File: config.mk
export PLATFORM = sky130hd
export DESIGN_NAME = evg_event_injector
export DESIGN_NICKNAME = d
export VERILOG_FILES = /design/src/rtl/evg_event_injector.sv
export SDC_FILE = /design/constraint.sdc
export NUM_CORES = 1
export LEC_CHECK = 0
export CAP_MARGIN = 20
export CORE_ASPECT_RATIO = 1.1
export CORE_MARGIN = 5
export CORE_UTILIZATION = 48
export CTS_CLUSTER_SIZE = 12
export DETAILED_ROUTE_END_ITERATION = 10
export GPL_TIMING_DRIVEN = 0
export PLACE_DENSITY = 0.66
export RECOVER_POWER = 50
export SKIP_CTS_REPAIR_TIMING = 1
export SLEW_MARGIN = 5
export SYNTH_ARGS = -nofsm -noshare
export SYNTH_HDL_FRONTEND = slang
export SYNTH_SLANG_ARGS = --single-unit
File: constraint.sdc
create_clock -name evgTxClk -period 5.5 [get_ports evgTxClk]
set_input_delay 1.65 -clock evgTxClk [delete_from_list [all_inputs] [get_ports evgTxClk]]
set_output_delay 1.65 -clock evgTxClk [all_outputs]
set_load 0.01 [all_outputs]
File: src/rtl/evg_event_injector.sv
// rtl/evg_event_injector.sv - merges queued {delay, code} events into free low-byte slots of the EVG TX stream
module evg_event_injector #(
    parameter int FIFO_AW = 4,
    parameter     DEBUG   = "false"
) (
    input  logic               evgTxClk,
    input  logic               evgReset,
    input  logic               wrValid,
    input  logic [7:0]         wrCode,
    input  logic [15:0]        wrDelay,
    output logic               wrReady,
    input  logic [15:0]        upTxData,
    input  logic [1:0]         upTxCharIsK,
    output logic [15:0]        evgTxData,
    output logic [1:0]         evgTxCharIsK,
    output logic               busy,
    output logic [FIFO_AW:0]   fifoCount,
    output logic [15:0]        injectCount,
    output logic [15:0]        dropCount
);

    localparam int DEPTH = 1 << FIFO_AW;
    localparam logic [FIFO_AW:0] FULL_COUNT = (FIFO_AW + 1)'(DEPTH);

    typedef enum logic {
        IDLE = 1'b0,
        WAIT = 1'b1
    } state_t;

    (* mark_debug = DEBUG *) state_t        state_q;
    state_t                                 state_d;
    (* mark_debug = DEBUG *) logic [7:0]    head_code_q;
    logic [7:0]                             head_code_d;
    (* mark_debug = DEBUG *) logic [15:0]   cnt_q;
    logic [15:0]                            cnt_d;
    (* mark_debug = DEBUG *) logic [FIFO_AW:0] count_q;
    logic [FIFO_AW:0]                       count_d;
    logic [FIFO_AW-1:0]                     wr_ptr_q, wr_ptr_d;
    logic [FIFO_AW-1:0]                     rd_ptr_q, rd_ptr_d;
    logic [15:0]                            inj_cnt_q, inj_cnt_d;
    logic [15:0]                            drop_q, drop_d;
    logic [15:0]                            tx_data_q, tx_data_d;
    logic [1:0]                             tx_k_q, tx_k_d;

    logic [23:0] mem_q [DEPTH];
    logic [23:0] head_entry;
    logic        push;
    logic        pop;
    logic        eligible;
    logic        inject;

    assign wrReady    = (count_q != FULL_COUNT);
    assign push       = wrValid && wrReady;
    assign pop        = (state_q == IDLE) && (count_q != '0);
    assign head_entry = mem_q[rd_ptr_q];
    assign eligible   = !upTxCharIsK[0] && (upTxData[7:0] == 8'h00);

    // Queue storage is not reset; flushing the pointers and count is enough.
    always_ff @(posedge evgTxClk) begin
        if (push) begin
            mem_q[wr_ptr_q] <= {wrDelay, wrCode};
        end
    end

    always_comb begin
        state_d     = state_q;
        head_code_d = head_code_q;
        cnt_d       = cnt_q;
        inject      = 1'b0;

        case (state_q)
            IDLE: begin
                if (pop) begin
                    head_code_d = head_entry[7:0];
                    cnt_d       = head_entry[23:8];
                    state_d     = WAIT;
                end
            end
            WAIT: begin
                if (cnt_q != 16'd0) begin
                    cnt_d = cnt_q - 16'd1;
                end else if (head_code_q == 8'h00) begin
                    // Null code is a pure delay entry: nothing to emit.
                    state_d = IDLE;
                end else if (eligible) begin
                    inject  = 1'b1;
                    state_d = IDLE;
                end
            end
            default: state_d = IDLE;
        endcase

        wr_ptr_d = push ? wr_ptr_q + 1'b1 : wr_ptr_q;
        rd_ptr_d = pop  ? rd_ptr_q + 1'b1 : rd_ptr_q;

        case ({push, pop})
            2'b10:   count_d = count_q + 1'b1;
            2'b01:   count_d = count_q - 1'b1;
            default: count_d = count_q;
        endcase

        inj_cnt_d = inject ? inj_cnt_q + 16'd1 : inj_cnt_q;
        drop_d    = (wrValid && !wrReady && (drop_q != 16'hFFFF)) ? drop_q + 16'd1 : drop_q;

        tx_data_d = {upTxData[15:8], inject ? head_code_q : upTxData[7:0]};
        tx_k_d    = {upTxCharIsK[1], inject ? 1'b0 : upTxCharIsK[0]};
    end

    always_ff @(posedge evgTxClk) begin
        if (evgReset) begin
            state_q     <= IDLE;
            head_code_q <= 8'h00;
            cnt_q       <= 16'd0;
            count_q     <= '0;
            wr_ptr_q    <= '0;
            rd_ptr_q    <= '0;
            inj_cnt_q   <= 16'd0;
            drop_q      <= 16'd0;
            tx_data_q   <= 16'd0;
            tx_k_q      <= 2'b00;
        end else begin
            state_q     <= state_d;
            head_code_q <= head_code_d;
            cnt_q       <= cnt_d;
            count_q     <= count_d;
            wr_ptr_q    <= wr_ptr_d;
            rd_ptr_q    <= rd_ptr_d;
            inj_cnt_q   <= inj_cnt_d;
            drop_q      <= drop_d;
            tx_data_q   <= tx_data_d;
            tx_k_q      <= tx_k_d;
        end
    end

    assign evgTxData    = tx_data_q;
    assign evgTxCharIsK = tx_k_q;
    assign busy         = (state_q == WAIT);
    assign fifoCount    = count_q;
    assign injectCount  = inj_cnt_q;
    assign dropCount    = drop_q;

endmodule

* Yosys cells after proc, flatten, opt, wreduce, memory -nomap -nowiden
Memories as Yosys holds them, arrays and structs flattened. A register that Yosys moved wholly into a read port is not among the register bits.
Cells that the tools add are included.
** Storage, ports and cells
- Register bits after elaboration :: 88
- Bits in writable memories :: 384
- Bits of input ports :: 45
- Word-level logic and storage cells :: 59
- Memories :: 1
** Memory list
- mem_q :: depth 16, width 24, rd ports 1, clocked after memory_dff 1, wr ports 1, line 45 : logic [23:0] mem_q [DEPTH];
** Operators by class
- Add/subtract/negate cells :: 7
- Equality and inequality tests :: 6
- Muxes and demuxes :: 18
- Bitwise operators :: 1
- Reduce and logical (&&, ||, !) cells :: 15
** Operator list (number)
- adder 16 x 1 -> 16 bit, second input constant :: 2
- 2-to-1 mux 16 bit :: 2
- one-hot mux 16 bit (2 select lines) :: 1
- zero test 8 bit :: 2
- != test 16 bit, second input constant :: 1
- nonzero test 16 bit :: 1
- subtractor 16 x 1 -> 16 bit, second input constant :: 1
- 2-to-1 mux 1 bit :: 10
- one-hot mux 5 bit (2 select lines) :: 1
- adder 4 x 1 -> 4 bit, second input constant :: 2
- 2-to-1 mux 4 bit :: 2
- 2-to-1 mux 8 bit :: 1
- adder 5 x 1 -> 5 bit, second input constant :: 1
- logical AND 1 bit :: 5
- != test 5 bit, second input constant :: 1
- nonzero test 5 bit :: 1
- subtractor 5 x 1 -> 5 bit, second input constant :: 1
- AND reduction 2 bit :: 2
- == test 2 x 1 -> 1 bit, second input constant :: 1
- == test 2 bit, second input constant :: 1
- zero test 1 bit :: 2
- != test 2 x 1 -> 1 bit, second input constant :: 1
- != test 2 bit, second input constant :: 1
- one-hot mux 1 bit (2 select lines) :: 1
- other kinds (3) :: 3

* Depth between registers and ports, before layout
Gate-level depths: netlist of run 1.
- Depth in word-level cells :: 7
- Gate-level depth with buffers :: 18
- Mapped depth without buffers :: 16

* Least setup slack after synthesis of run 1
OpenSTA, ideal clock, no wires.
- Path type :: in2reg
- Start :: in wrValid
- End :: mem mem_q[3][0] (enable)
- Library setup time :: 0.435 ns
- Data arrival time :: 3.866 ns
- Required time :: 5.065 ns
- Slack :: 1.199 ns
- Stages on the path :: 4
- Path buffers :: 1
- Cell sequence :: and2_1 clkbuf_1 nand2_1 nor3_1
** On the way
- Cells in the longest elaborated chain, start to end :: 3
** RTL lines
- start: declaration :: line 8 : input logic wrValid,
- logical AND 1 bit :: line 53 : assign push = wrValid && wrReady;
- 2-to-1 mux 1 bit :: line 60 : if (push) begin
- 2-to-1 mux 1 bit (implied by the code) :: line 61 : mem_q[wr_ptr_q] <= {wrDelay, wrCode};
- end: declaration :: line 45
Every way passes these cells.

* Final worst setup path of run 1
- Start :: reg count_q[1] (netlist: fifoCount[1])
- End :: reg count_q[4] (netlist: fifoCount[4])
** On the way
- Cells in the longest elaborated chain, start to end :: 4
** RTL lines
- start: declaration :: line 36 : (* mark_debug = DEBUG *) logic [FIFO_AW:0] count_q;
- start signal: assignment :: line 125 : count_q <= count_d;
- nonzero test 5 bit * :: line 54 : assign pop = (state_q == IDLE) && (count_q != '0);
- logical AND 1 bit * :: line 54
- via pop :: line 48 : logic pop;
- == test 2 x 1 -> 1 bit / == test 2 bit (equally long branches) :: line 96 : case ({push, pop})
- one-hot mux 5 bit (2 select lines) / nonzero test 2 bit (equally long branches)
The timed path passes the listed nets; every way through them passes the cells marked *.
A chain may end at the register's enable or synchronous reset.

==> results.md, run 1 <==
* Yosys warns at 0
* PnR Total Power at 0.009526 W
* Initial core utilization at 48.15%
* Post-route setup slack at 0.5823 ns
* Peak VDD IR at 244.2 uV
* Cells after synthesis at 1092
* GR Overflow Total at 0
* DR vias at 10480
* Gpl congestion at 0.8315
* Fin nets at 1325
* Number of synthesized flops with an enable pin at 384
* Synth unique cells at 60
* CTS Buf Count at 49
* Final period utilization at 89.41%
* Slew Viols, Final at 0
* Static leakage at 7.156 nW
* Critical path startpoint category: flop
* Area grow syn2layout at 19.15%
* Sequential area share after synthesis at 71.41%
* Cell area after placement at 20920 um^2
* Max_slew headroom at 5.121%
* # IOs at 102
* Largest net degree at the start of global routing at 20
* Post-Syn Area per Cell at 17.15 um^2
* Arrival @ worst endpoint at 5.35 ns
* Commonest non-fill, non-tap cells in the layout: 384 x edfxtp_1, 106 x mux4_2, 92 x dfxtp_1
* Post-DRT Antenna Nets at 0
* Hold Path Class: reg2reg
* IO Port Bufs at 100
* Clock slew seen by the registers of the worst setup and hold paths at 0.06 ns
* Vias in the first global route at 10520
* Remaining routing DRC violations at 0
* Clock latency on the worst-skew pair at 0.58 ns
* Most common cell after layout, fill and taps aside: edfxtp_1
* Clk_skew at 0.01620 ns
* HPWL after DPL at 30150 um
* Delay of the slowest cell on the worst path at 0.72 ns
* GRT Overall Usage at 20.97%
* Worst Max-Slew Pin Slew at 1.410 ns
* # Max-Cap Violations at 0
* Die width at 198.3 um
* Max FO, Critical Path at 11
* Post-synth ARST share at 0%
* Number of synthesized register bits at 476
* Synth area leader: edfxtp_1
* Setup Viol. Count Final at 0
* Setup crit end kind: flop
* H-Tree Depth at 2
* Critical path, cell by cell: clkbuf_1 -> nor4_1 -> nor3b_1 -> a21oi_1 -> nand2b_1 -> inv_1 -> buf_1 -> ha_1 -> clkbuf_1 -> xor2_1 -> ha_1 -> a211o_1 -> nand2_1 -> nand3b_1 -> a31oi_1 -> xnor2_1 -> nor2_1
* Global-route wire length before repair at 67410 um
* Largest cells by area after synthesis: edfxtp_1 62%, mux4_2 13%, dfxtp_1 9.8%, nor2_1 1.4%, nand2_1 1.3%
* Core ar. at 38890 um^2
* Synth top area share at 61.57%
* Drt wl/cell at 24.86 um
* Layout cells sized above 1 at 18.10%
* Max Clk Rate at 0.2033 GHz
* Vias per cell at 5.795
* Power Density at 426.9 nW/um^2
* TritonRoute pass-1 iters at 5
* Final Instance Area at 22310 um^2
* Hold Vio Cnt, Final at 0
* Crit-path slowest cell: nor4_1
* Pre-CTS WS at 0.7312 ns
* Die Footprint at 43070 um^2
* Initial antenna violation count at 4
* Syn_nets at 1150
* CTS tree: built
* Commonest register cell after synthesis: edfxtp_1
* Post-Syn Area at 18730 um^2
* DIE HEIGHT at 217.2 um
* CTS Sinks at 476
* Rows at 76
* Worst path required time at 5.93 ns
* Status: finished, final reports clean
* CP Class: reg2reg
* Routed Wire Length at 44950 um
* Tmin final at 4.918 ns
* Clock root buffer: clkbuf_16
* DR iter-0 viols at 924
* RSZ-0062 raised after global routing: no
* CTS Buffer Depth at 3
## Yosys cell counts, types with 4 or more instances
cell type,number
a31oi_1,8
o21ai_0,19
nand2_1,63
a21oi_1,44
nand2b_1,9
ha_1,13
buf_2,15
dfxtp_1,92
xnor2_1,18
clkbuf_1,31
a22oi_1,4
nor4_1,12
inv_1,12
mux2i_1,12
o31ai_1,4
nand3_1,21
a211oi_1,6
mux4_2,106
mux2_2,5
buf_1,6
xor2_1,20
nor2_1,72
or3_1,8
and3_1,7
and2_1,4
nor3_1,20
nand4_1,9
edfxtp_1,384
nor2b_1,17
## per-stage QoR
step,hold slack [ns],util [%],cells,TNS (ns)
5_1_grt,0.5210,57.36,1806,0
3_5_place_dp,0.4809,53.79,1723,0
2_1_floorplan,0.4494,-,1092,0
3_3_place_gp,0.4732,52.36,1699,-215.94
6_report,0.4839,57.37,1808,0
4_1_cts,0.4894,57.40,1805,0
## registers in the layout, indices dropped and copies added (netlist names), named ones only
register	flops
fifoCount	5
injectCount	16
rd_ptr_q	4
evgTxCharIsK	2
mem_q	384
busy	1
evgTxData	16
wr_ptr_q	4
cnt_q	16
head_code_q	8
dropCount	16
## cell type report
class	count	area (um^2)
antenna	3	7.507
buffer	56	246.5
clock buffer	66	1300
clock inverter	16	102.6
fill	2901	16580
inverter	14	52.55
multi-input combinational	546	5150
sequential	476	13370
tap	507	634.4
timing repair buffer	124	1448
## final timing paths
kind	startpoint	end	slack, ns	cells past startpoint
worst min-delay path	head_code_q[5]$_SDFFE_PP0P_	head_code_q[5]$_SDFFE_PP0P_	0.48	2
worst max register to register	fifoCount[1]$_SDFFE_PP0P_	fifoCount[4]$_SDFFE_PP0P_	0.58	17
worst max-delay path	fifoCount[1]$_SDFFE_PP0P_	fifoCount[4]$_SDFFE_PP0P_	0.58	17
worst min register to register	head_code_q[5]$_SDFFE_PP0P_	head_code_q[5]$_SDFFE_PP0P_	0.48	2
## critical path: cells and delay by family, from the launching register on
kind | cells | cell delay (ns)
xor+xnor | 2 | 0.33
compound gates | 3 | 0.84
simple gates | 6 | 1.87
fa+ha+maj | 2 | 0.51
buf+inv | 4 | 0.94
flops | 1 | 0.30
## logic make-up after synthesis
| kind of cell | synth area share, % |
|---|---|
| buffers and inverters | 1.603 |
| adders and majority gates | 0.8685 |
| DFF | 71.41 |
| AOI/OAI and AO/OA | 3.441 |
| and+or+nand+nor | 7.215 |
| muxes | 13.69 |
| xor gates and xnor gates | 1.777 |
## metal layers
metal / wire length (um) / GRT usage, %
met1: 18730 / 29.47
met2: 21990 / 34.45
met3: 3242 / 3.391
met4: 979 / 5.785
met5: 7 / 0
## where the power goes
part | leakage, nW | internal, W | switching (W)
Clock | 0.677 | 0.00169 | 0.00130
Sequential | 4.22 | 0.00408 | 0.000137
Combinational | 2.26 | 0.00100 | 0.00132
Total | 7.16 | 0.00677 | 0.00275
Note: power is estimated with default switching activity, not from simulation.
==> run 2: changes to the inputs <==
--- a/config.mk
+++ b/config.mk
@@ -14,6 +14,7 @@
 export GPL_TIMING_DRIVEN = 0
 export PLACE_DENSITY = 0.66
 export RECOVER_POWER = 50
+export SETUP_SLACK_MARGIN = 0.2
 export SKIP_CTS_REPAIR_TIMING = 1
 export SLEW_MARGIN = 5
 export SYNTH_ARGS = -nofsm -noshare
==> results of run 2 <==
The final DEF is identical to that of run 1; final timing and power are the same.
